===== src/rtl/i2c_bus_arbiter_pkg.sv =====
// Shared encodings and I2C engine field widths for the bus arbiter slice.
package i2c_bus_arbiter_pkg;

    typedef enum logic [2:0] {
        ARB_IDLE    = 3'd0,
        ARB_OWNED   = 3'd1,
        ARB_ABORT   = 3'd2,
        ARB_RELEASE = 3'd3
    } arb_state_e;

    localparam int unsigned WDATA_W = 32;
    localparam int unsigned NM_W    = 5;
    localparam int unsigned ERRT_W  = 8;
    localparam int unsigned IDX_W   = 2;
    localparam int unsigned WD_W    = 20;

endpackage


===== src/rtl/i2c_bus_arbiter_rr_pick.sv =====
// Combinational round-robin priority encoder: first set request at or after rr_ptr_i.
module rr_pick
    import i2c_bus_arbiter_pkg::*;
#(
    parameter int unsigned N_REQ = 2
) (
    input  logic [N_REQ-1:0] req_i,
    input  logic [IDX_W-1:0] rr_ptr_i,
    output logic [N_REQ-1:0] onehot_o,
    output logic [IDX_W-1:0] idx_o,
    output logic             valid_o
);

    always_comb begin
        int unsigned cand;
        logic        found;
        cand     = 0;
        found    = 1'b0;
        onehot_o = '0;
        idx_o    = '0;
        for (int unsigned k = 0; k < N_REQ; k++) begin
            cand = (int'(rr_ptr_i) + k) % N_REQ;
            if (!found && req_i[cand]) begin
                found          = 1'b1;
                onehot_o[cand] = 1'b1;
                idx_o          = IDX_W'(cand);
            end
        end
        valid_o = found;
    end

endmodule


===== src/rtl/i2c_bus_arbiter.sv =====
// Round-robin lock arbiter sharing one I2C_Bus engine between N_REQ controllers,
// with error-count and hold-watchdog aborts.
module i2c_bus_arbiter
    import i2c_bus_arbiter_pkg::*;
#(
    parameter int unsigned       N_REQ     = 2,
    parameter logic [ERRT_W-1:0] ERR_LIMIT = 8'd3,
    parameter logic [WD_W-1:0]   HOLD_MAX  = 20'd400000
) (
    input  logic                     clk_in,
    input  logic                     reset_n,
    input  logic [N_REQ-1:0]         req,
    input  logic [N_REQ-1:0]         req_en,
    input  logic [N_REQ-1:0]         req_wr,
    input  logic [WDATA_W*N_REQ-1:0] req_wdata,
    input  logic [WDATA_W*N_REQ-1:0] req_rdata,
    input  logic [NM_W*N_REQ-1:0]    req_nm,
    output logic [N_REQ-1:0]         gnt,
    output logic [N_REQ-1:0]         done,
    output logic [N_REQ-1:0]         abort,
    output logic                     bus_en,
    output logic                     bus_wr,
    output logic [WDATA_W-1:0]       bus_wdata,
    output logic [WDATA_W-1:0]       bus_rdata,
    output logic [NM_W-1:0]          bus_nm,
    input  logic                     bus_done,
    input  logic [ERRT_W-1:0]        bus_error_time,
    output logic                     busy
);

    arb_state_e          state_q, state_d;
    logic [N_REQ-1:0]    gnt_q, gnt_d;
    logic [N_REQ-1:0]    abort_q, abort_d;
    logic [IDX_W-1:0]    owner_q, owner_d;
    logic [IDX_W-1:0]    rr_ptr_q, rr_ptr_d;
    logic [WD_W-1:0]     wd_q, wd_d;
    logic                bus_en_q, bus_en_d;
    logic                bus_wr_q, bus_wr_d;
    logic [WDATA_W-1:0]  bus_wdata_q, bus_wdata_d;
    logic [WDATA_W-1:0]  bus_rdata_q, bus_rdata_d;
    logic [NM_W-1:0]     bus_nm_q, bus_nm_d;

    logic [N_REQ-1:0]    pick_onehot;
    logic [IDX_W-1:0]    pick_idx;
    logic                pick_valid;

    logic                sel_req, sel_en, sel_wr;
    logic [WDATA_W-1:0]  sel_wdata, sel_rdata;
    logic [NM_W-1:0]     sel_nm;

    rr_pick #(.N_REQ(N_REQ)) u_rr_pick (
        .req_i    (req),
        .rr_ptr_i (rr_ptr_q),
        .onehot_o (pick_onehot),
        .idx_o    (pick_idx),
        .valid_o  (pick_valid)
    );

    // One-hot grant mux avoids indexing the narrow vectors with a 2-bit owner index.
    always_comb begin
        sel_en    = 1'b0;
        sel_wr    = 1'b0;
        sel_wdata = '0;
        sel_rdata = '0;
        sel_nm    = '0;
        sel_req   = |(req & gnt_q);
        for (int unsigned i = 0; i < N_REQ; i++) begin
            if (gnt_q[i]) begin
                sel_en    = req_en[i];
                sel_wr    = req_wr[i];
                sel_wdata = req_wdata[i*WDATA_W +: WDATA_W];
                sel_rdata = req_rdata[i*WDATA_W +: WDATA_W];
                sel_nm    = req_nm[i*NM_W +: NM_W];
            end
        end
    end

    always_comb begin
        state_d     = state_q;
        gnt_d       = gnt_q;
        abort_d     = abort_q;
        owner_d     = owner_q;
        rr_ptr_d    = rr_ptr_q;
        wd_d        = wd_q;
        bus_en_d    = 1'b0;
        bus_wr_d    = bus_wr_q;
        bus_wdata_d = bus_wdata_q;
        bus_rdata_d = bus_rdata_q;
        bus_nm_d    = bus_nm_q;
        case (state_q)
            ARB_IDLE: begin
                if (pick_valid) begin
                    state_d = ARB_OWNED;
                    gnt_d   = pick_onehot;
                    owner_d = pick_idx;
                    wd_d    = '0;
                end
            end
            ARB_OWNED: begin
                bus_en_d    = sel_en;
                bus_wr_d    = sel_wr;
                bus_wdata_d = sel_wdata;
                bus_rdata_d = sel_rdata;
                bus_nm_d    = sel_nm;
                wd_d        = wd_q + 1'b1;
                if ((bus_error_time > ERR_LIMIT) || (wd_q == HOLD_MAX - 1'b1)) begin
                    state_d  = ARB_ABORT;
                    bus_en_d = 1'b0;
                    abort_d  = gnt_q;
                end else if (!sel_req) begin
                    state_d  = ARB_RELEASE;
                    gnt_d    = '0;
                    bus_en_d = 1'b0;
                end
            end
            ARB_ABORT: begin
                if (!sel_req) begin
                    state_d = ARB_RELEASE;
                    gnt_d   = '0;
                    abort_d = '0;
                end
            end
            ARB_RELEASE: begin
                state_d  = ARB_IDLE;
                rr_ptr_d = (owner_q == IDX_W'(N_REQ - 1)) ? '0 : owner_q + 1'b1;
            end
            default: state_d = ARB_IDLE;
        endcase
    end

    always_ff @(posedge clk_in or negedge reset_n) begin
        if (!reset_n) begin
            state_q     <= ARB_IDLE;
            gnt_q       <= '0;
            abort_q     <= '0;
            owner_q     <= '0;
            rr_ptr_q    <= '0;
            wd_q        <= '0;
            bus_en_q    <= 1'b0;
            bus_wr_q    <= 1'b0;
            bus_wdata_q <= '0;
            bus_rdata_q <= '0;
            bus_nm_q    <= '0;
        end else begin
            state_q     <= state_d;
            gnt_q       <= gnt_d;
            abort_q     <= abort_d;
            owner_q     <= owner_d;
            rr_ptr_q    <= rr_ptr_d;
            wd_q        <= wd_d;
            bus_en_q    <= bus_en_d;
            bus_wr_q    <= bus_wr_d;
            bus_wdata_q <= bus_wdata_d;
            bus_rdata_q <= bus_rdata_d;
            bus_nm_q    <= bus_nm_d;
        end
    end

    always_comb begin
        done = '0;
        if ((state_q == ARB_OWNED) && bus_done) begin
            done = gnt_q;
        end
    end

    assign gnt       = gnt_q;
    assign abort     = abort_q;
    assign bus_en    = bus_en_q;
    assign bus_wr    = bus_wr_q;
    assign bus_wdata = bus_wdata_q;
    assign bus_rdata = bus_rdata_q;
    assign bus_nm    = bus_nm_q;
    assign busy      = (state_q != ARB_IDLE);

endmodule

===== config.mk =====
export PLATFORM = sky130hd
export DESIGN_NAME = i2c_bus_arbiter
export DESIGN_NICKNAME = d
export VERILOG_FILES = /design/src/rtl/i2c_bus_arbiter_pkg.sv /design/src/rtl/i2c_bus_arbiter_rr_pick.sv /design/src/rtl/i2c_bus_arbiter.sv
export SDC_FILE = /design/constraint.sdc
export NUM_CORES = 1
export LEC_CHECK = 0
export CAP_MARGIN = 15
export CELL_PAD_IN_SITES_DETAIL_PLACEMENT = 0
export CELL_PAD_IN_SITES_GLOBAL_PLACEMENT = 1
export CORE_ASPECT_RATIO = 0.7
export CORE_MARGIN = 5
export CORE_UTILIZATION = 26
export CTS_CLUSTER_SIZE = 40
export DETAILED_ROUTE_END_ITERATION = 16
export PLACE_DENSITY_LB_ADDON = 0.1
export SLEW_MARGIN = 20
export SYNTH_ARGS = -nofsm -noshare
export SYNTH_HDL_FRONTEND = slang
export SYNTH_SLANG_ARGS = --single-unit

===== constraint.sdc =====
create_clock -name clk_in -period 2.1 [get_ports clk_in]
set_clock_uncertainty 0.2 [all_clocks]
set_input_delay 0.315 -clock clk_in [delete_from_list [all_inputs] [get_ports clk_in]]
set_output_delay 0.315 -clock clk_in [all_outputs]
set_load 0.005 [all_outputs]

Word level (Yosys, flattened, before mapping)

Index checks and enable logic that the tools add are counted.

$add $sub $neg: 3
$lt $le $gt $ge: 5
Equal/unequal tests: 9
Muxes and demuxes: 42
Bitwise gates (word level): 2
Reductions and logical operators: 16

Operators with widths:

| kind                  | number |
|---|---|
| $mux 32               | 4 |
| $pmux 20 s2           | 1 |
| $add 20x1->20 const B | 1 |
| $eq 20x19->1 const B  | 1 |
| $mux 20               | 1 |
| $mux 2                | 9 |
| $mux 1                | 17 |
| $mux 5                | 2 |
| $mux 3                | 3 |
| $pmux 3 s3            | 1 |
| $gt 8x2->1 const B    | 1 |
| $ne 2x2->1 const B    | 4 |
| $eq 3x2->1 const B    | 2 |
| $pmux 2 s3            | 1 |
| $reduce_and 3->1      | 2 |
| $reduce_bool 3->1     | 2 |
| $logic_and 1x1->1     | 4 |
| $lt 1x2->1 const B    | 2 |
| $pmux 2 s2            | 1 |
| $reduce_and 2->1      | 2 |
| $reduce_bool 2->1     | 2 |
| $eq 3x1->1 const B    | 1 |
| $logic_not 3->1       | 1 |
| $add 1x1->1 const B   | 2 |
| 8 further kinds       | 10 |

Bits in registers: 101
Bits of input ports: 155
Output and inout bits: 78
Logic and storage cells: 88

Depth between registers and ports, before layout

Depth after elaboration: 9
Depth in mapped cells: 7
Depth with buffers taken out: 5

Cells and area by module

From an unflattened synthesis, not the netlist that was laid out.

Cell total of the unflattened synthesis: 499
Area total of the unflattened synthesis: 4,845.9 um^2

Modules (own cells, without submodules):

| module          | instances | cells an instance | area each (um^2) | seq. area each (um^2) |
|---|---|---|---|---|
| i2c_bus_arbiter | 1         | 492               | 4,802.1          | 2,552.4 |
| rr_pick         | 1         | 7                 | 43.8             | 0.0 |

Worst setup path before layout

No wires, ideal clock.

Path type: reg-to-reg
Start point: reg state_q[1]
End point: reg wd_q[16]
Setup time: 136 ps
Arrival time: 1,846 ps
Required time: 1,764 ps
Path slack: -81 ps
Stages on the path, launching flop included: 8
Path buffers: 3
Clock period less this slack: 2,181 ps
Cell sequence: dfrtp_1 -> buf_2 -> or3b_1 -> buf_2 -> or3_4 -> buf_6 -> o311ai_1 -> o41ai_1

Longest elaborated chain between the ends: 3
Elaborated cells between the ends (all ways): 6
Classes of those cells: 2 x eq/ne; 1 x mux; 3 x reduce/logical

Ends and longest elaborated chain:

| element                                                                 | line                   | source |
|---|---|---|
| from (decl)                                                             | i2c_bus_arbiter.sv:31  | `arb_state_e state_q, state_d;` |
| from (signal assigned)                                                  | i2c_bus_arbiter.sv:145 | `state_q <= state_d;` |
| $eq 3x1->1 / $logic_not 3->1 (equally long branches)                    | i2c_bus_arbiter.sv:90  | `case (state_q)` |
| $reduce_bool 2->1 (no source line) / $ne 2x2->1 (equally long branches) | n/a                    |  |
| $reduce_and 2->1 (no source line)                                       | n/a                    |  |
| to (signal assigned)                                                    | i2c_bus_arbiter.sv:150 | `wd_q <= wd_d;` |
| to (decl)                                                               | i2c_bus_arbiter.sv:36  | `logic [WD_W-1:0] wd_q, wd_d;` |

Several ways; a longest one is shown, not always the timed one.
A chain may end at the register's enable or synchronous reset.

Final worst setup path

Start point: reg state_q[2]
End point: reg wd_q[18]

The elaborated chain is that of the path after synthesis.

==> out/metrics.csv <==
metric;value;unit
status;finished with violations;
failing checks;negative setup slack;
crit path cell chain;buf_6, or3b_4, or3_4, o311ai_4, o41ai_2;
clock sinks;100;
TritonCTS clock tree;done;
Top Ports;233;
Leakage;0.003136;uW
crit path capture type;flop;
root buffer selected by CTS;clkbuf_16;
hpwl dp;13190;um
Worst setup SP type;flop;
R2R Setup Slk;-50;ps
Post-Syn Nets;647;
initial antenna violation count;0;
worst hold-check path type;input port to async pin;
fin crit share;102.2;%
Final Critical Period;2147;ps
antenna viol nets, final;0;
crit path kind;flop to flop;
Post-synth EDFFs;0;
area share of the largest cell type after synthesis;53.81;%
Worst path max stage delay;450;ps
Die Area;20710;um^2
Critical Path Start;state_q[2]$_DFFE_PN0N_;
FF-to-FF End;wd_q[18]$_DFFE_PN0P_;
Final nets;888;
Max transition margin;63.55;%
Max Buffers Root-to-Sink;2;
Port Buffers;230;
hold_ws;104.3;ps
Post-Synth Adder-Cell Area;0.2690;%
Power Density;1143;nW/um^2
max_cap viols;0;
vias in the first global route;4836;
Synth Area in Compound Gates;20.93;%
top_reg_cell synth;dfrtp_1;
FFs w/ async S/R, synth;100.0;%
Clock Latency Late Sink;340;ps
Worst-Margin Slew;546.7;ps
Final Wtd Congestion;0.7948;
DR DRC count;0;
Gate power share;46.0;%
gr usage total;16.36;%
cell type with the highest aggregate area in the netlist;dfrtp_1;
layout cells sized above 1;11.14;%
htree depth;3;
worst vdd rail ir drop;0.4205;mV
Final Util;45.50;%
cell count after synthesis;491;
commonest cells in the netlist;146 x nor2_1, 100 x dfrtp_1, 69 x a221oi_1;
vias;4775;
clock-pin slew on the worst setup and hold paths;70;ps
net load switching power;3109;uW
FF-to-FF Start;state_q[2]$_DFFE_PN0N_;
largest family of logic cells by synthesized area;compound AO/OA/AOI/OAI gates;
Core ar.;17370;um^2
yosys warns;0;
Overflow after GRT;0;
CTS Buf Count;9;
Tot Pwr;9033;uW
first-pass GRT wire length;26650;um
Final Max Slew Viols;0;
Req. time, crit path;2110;ps
Rows;40;
Area contributors post-synth;dfrtp_1 54%, a221oi_1 13%, nor2_1 12%;
P&R area growth vs syn;69.90;%
Final setup viols;1;
slowest CP cell;dfrtp_2;
Max Freq;465.8;MHz
pin count of the biggest net entering global routing;59;
WL/cell;17.98;um
Simple-Gate Fraction of Synth Area;20.02;%
final WL;17380;um
most frequent cell after synthesis;nor2_1;
synth unique cells;47;
Critical Path Sink;wd_q[18]$_DFFE_PN0P_;
Mean Syn Cell Area;9.472;um^2
mux share of post-synthesis cell area;0.8609;%
Vias/cell;4.938;
RSZ-0062 raised after global routing;yes;
synthesized flop and latch total;100;
Reg power frac;35.7;%
Die Wd;169.9;um
# diodes;0;
R2R cell count;5;
Die Height;121.9;um
Data arrival, critical path;2160;ps
Post-Synth XOR/XNOR Area;0.1883;%
cell area after synthesis;4651;um^2
sequential fraction of the synthesis area;53.81;%
DR pass1 iterations;5;
Int Pwr;5924;uW
First DRT Iteration DRCs;209;
Net Sw Frac;34.42;%
Critical Path Fanout Max;6;
Hold Vio Cnt, Final;0;
Initial Util;26.78;%
clock network power share;18.3;%
final worst slack;-46.95;ps
## how the worst min path moves through the flow
stage / start / endpoint / slack [ps] / cells past startpoint
final: reset_n / bus_wdata[19]$_DFFE_PN0P_ / 100 / 2
after global routing: reset_n / bus_wdata[19]$_DFFE_PN0P_ / 100 / 2
after CTS: reset_n / bus_wdata[19]$_DFFE_PN0P_ / 80 / 2
after detailed placement: reset_n / bus_wdata[19]$_DFFE_PN0P_ / -80 / 1
after global placement: reset_n / bus_wdata[19]$_DFFE_PN0P_ / -80 / 1
after floorplan: reset_n / abort[0]$_DFFE_PN0P_ / -180 / 0
## layer usage
layer | global-route usage (%) | share of wire, % | wire (um) | vias up
li1 | - | - | - | 2289
met1 | 20.94 | 42 | 7283 | 2279
met2 | 25.59 | 47 | 8162 | 187
met3 | 6.325 | 9.3 | 1621 | 20
met4 | 5.178 | 1.8 | 316 | 0
met5 | 0 | 0 | 0 | -
## power by group through the flow
stage               clock network [uW]  registers (uW)  logic (uW)
floorplan                            0            3210        1530
finish                            1650            3220        4160
detailed placement                   0            3260        4100
global placement                     0            3210        4090
global route                      1780            3330        4590
CTS                               1720            3230        4160
## worst max-delay path, delay by kind of cell, from the launching register on
| kind | cells | cell delay, ps |
|---|---|---|
| buf+inv | 1 | 130 |
| compound gates | 2 | 400 |
| simple gates | 2 | 830 |
| flops | 1 | 450 |
## final cells by class
type	count	area [um^2]
repair buffers	268	2650
inverters	5	18.77
fillers	1669	9465
flip-flops and latches	100	2505
well taps	231	289.0
clock buffers	10	229.0
clock inverters	5	62.56
multi-input cells	348	2147
## what timing repair did
item / CTS / global route
buffers inserted: 7 / 3
hold endpoints to repair: 100 / 0
gates resized for setup: 7 / 26
gates cloned: 0 / 1
pin swaps: 2 / 4
endpoints found under the setup margin: 4 / 30
hold buffers: 1 / 0
## placed cells by master, fill, tap and decap left out, types with 7 or more instances in the layout
cell	count
a221oi_2	11
o211ai_1	7
o21ai_0	18
dfrtp_1	98
nand2_1	24
a221oi_1	58
nand3_1	8
clkdlybuf4s50_1	226
buf_4	31
nor2_1	145
clkbuf_16	9
and3_1	7
## metrics by stage
| stage | setup TNS (ps) | worst slack [ps] | std cells | instance area (um^2) |
|---|---|---|---|---|
| CTS | -21.56 | -13.02 | 964 | 7736 |
| global route | -593.2 | -94.95 | 967 | 7901 |
| global placement | -344.9 | -71.89 | 941 | 7368 |
| floorplan | 0 | 1.518 | 491 | 4663 |
| finish | -46.95 | -46.95 | 967 | 7901 |
| detailed placement | -372.5 | -88.09 | 941 | 7368 |
## flip-flops by register name, summed over array words and instances (netlist names)
signal and flops:
state_q 3, bus_wdata 32, rr_ptr_q 1, bus_wr 1
owner_q 1, abort 2, gnt 2, wd_q 20
bus_nm 5, bus_en 1, bus_rdata 32
## cells by family after synthesis
logic type,Yosys count
mux,4
compound gates,125
buf+inv,44
xor+xnor,1
simple gates,215
other cells,1
flops,100
fa+ha+maj,1
Note: power is estimated with default switching activity, not from simulation.
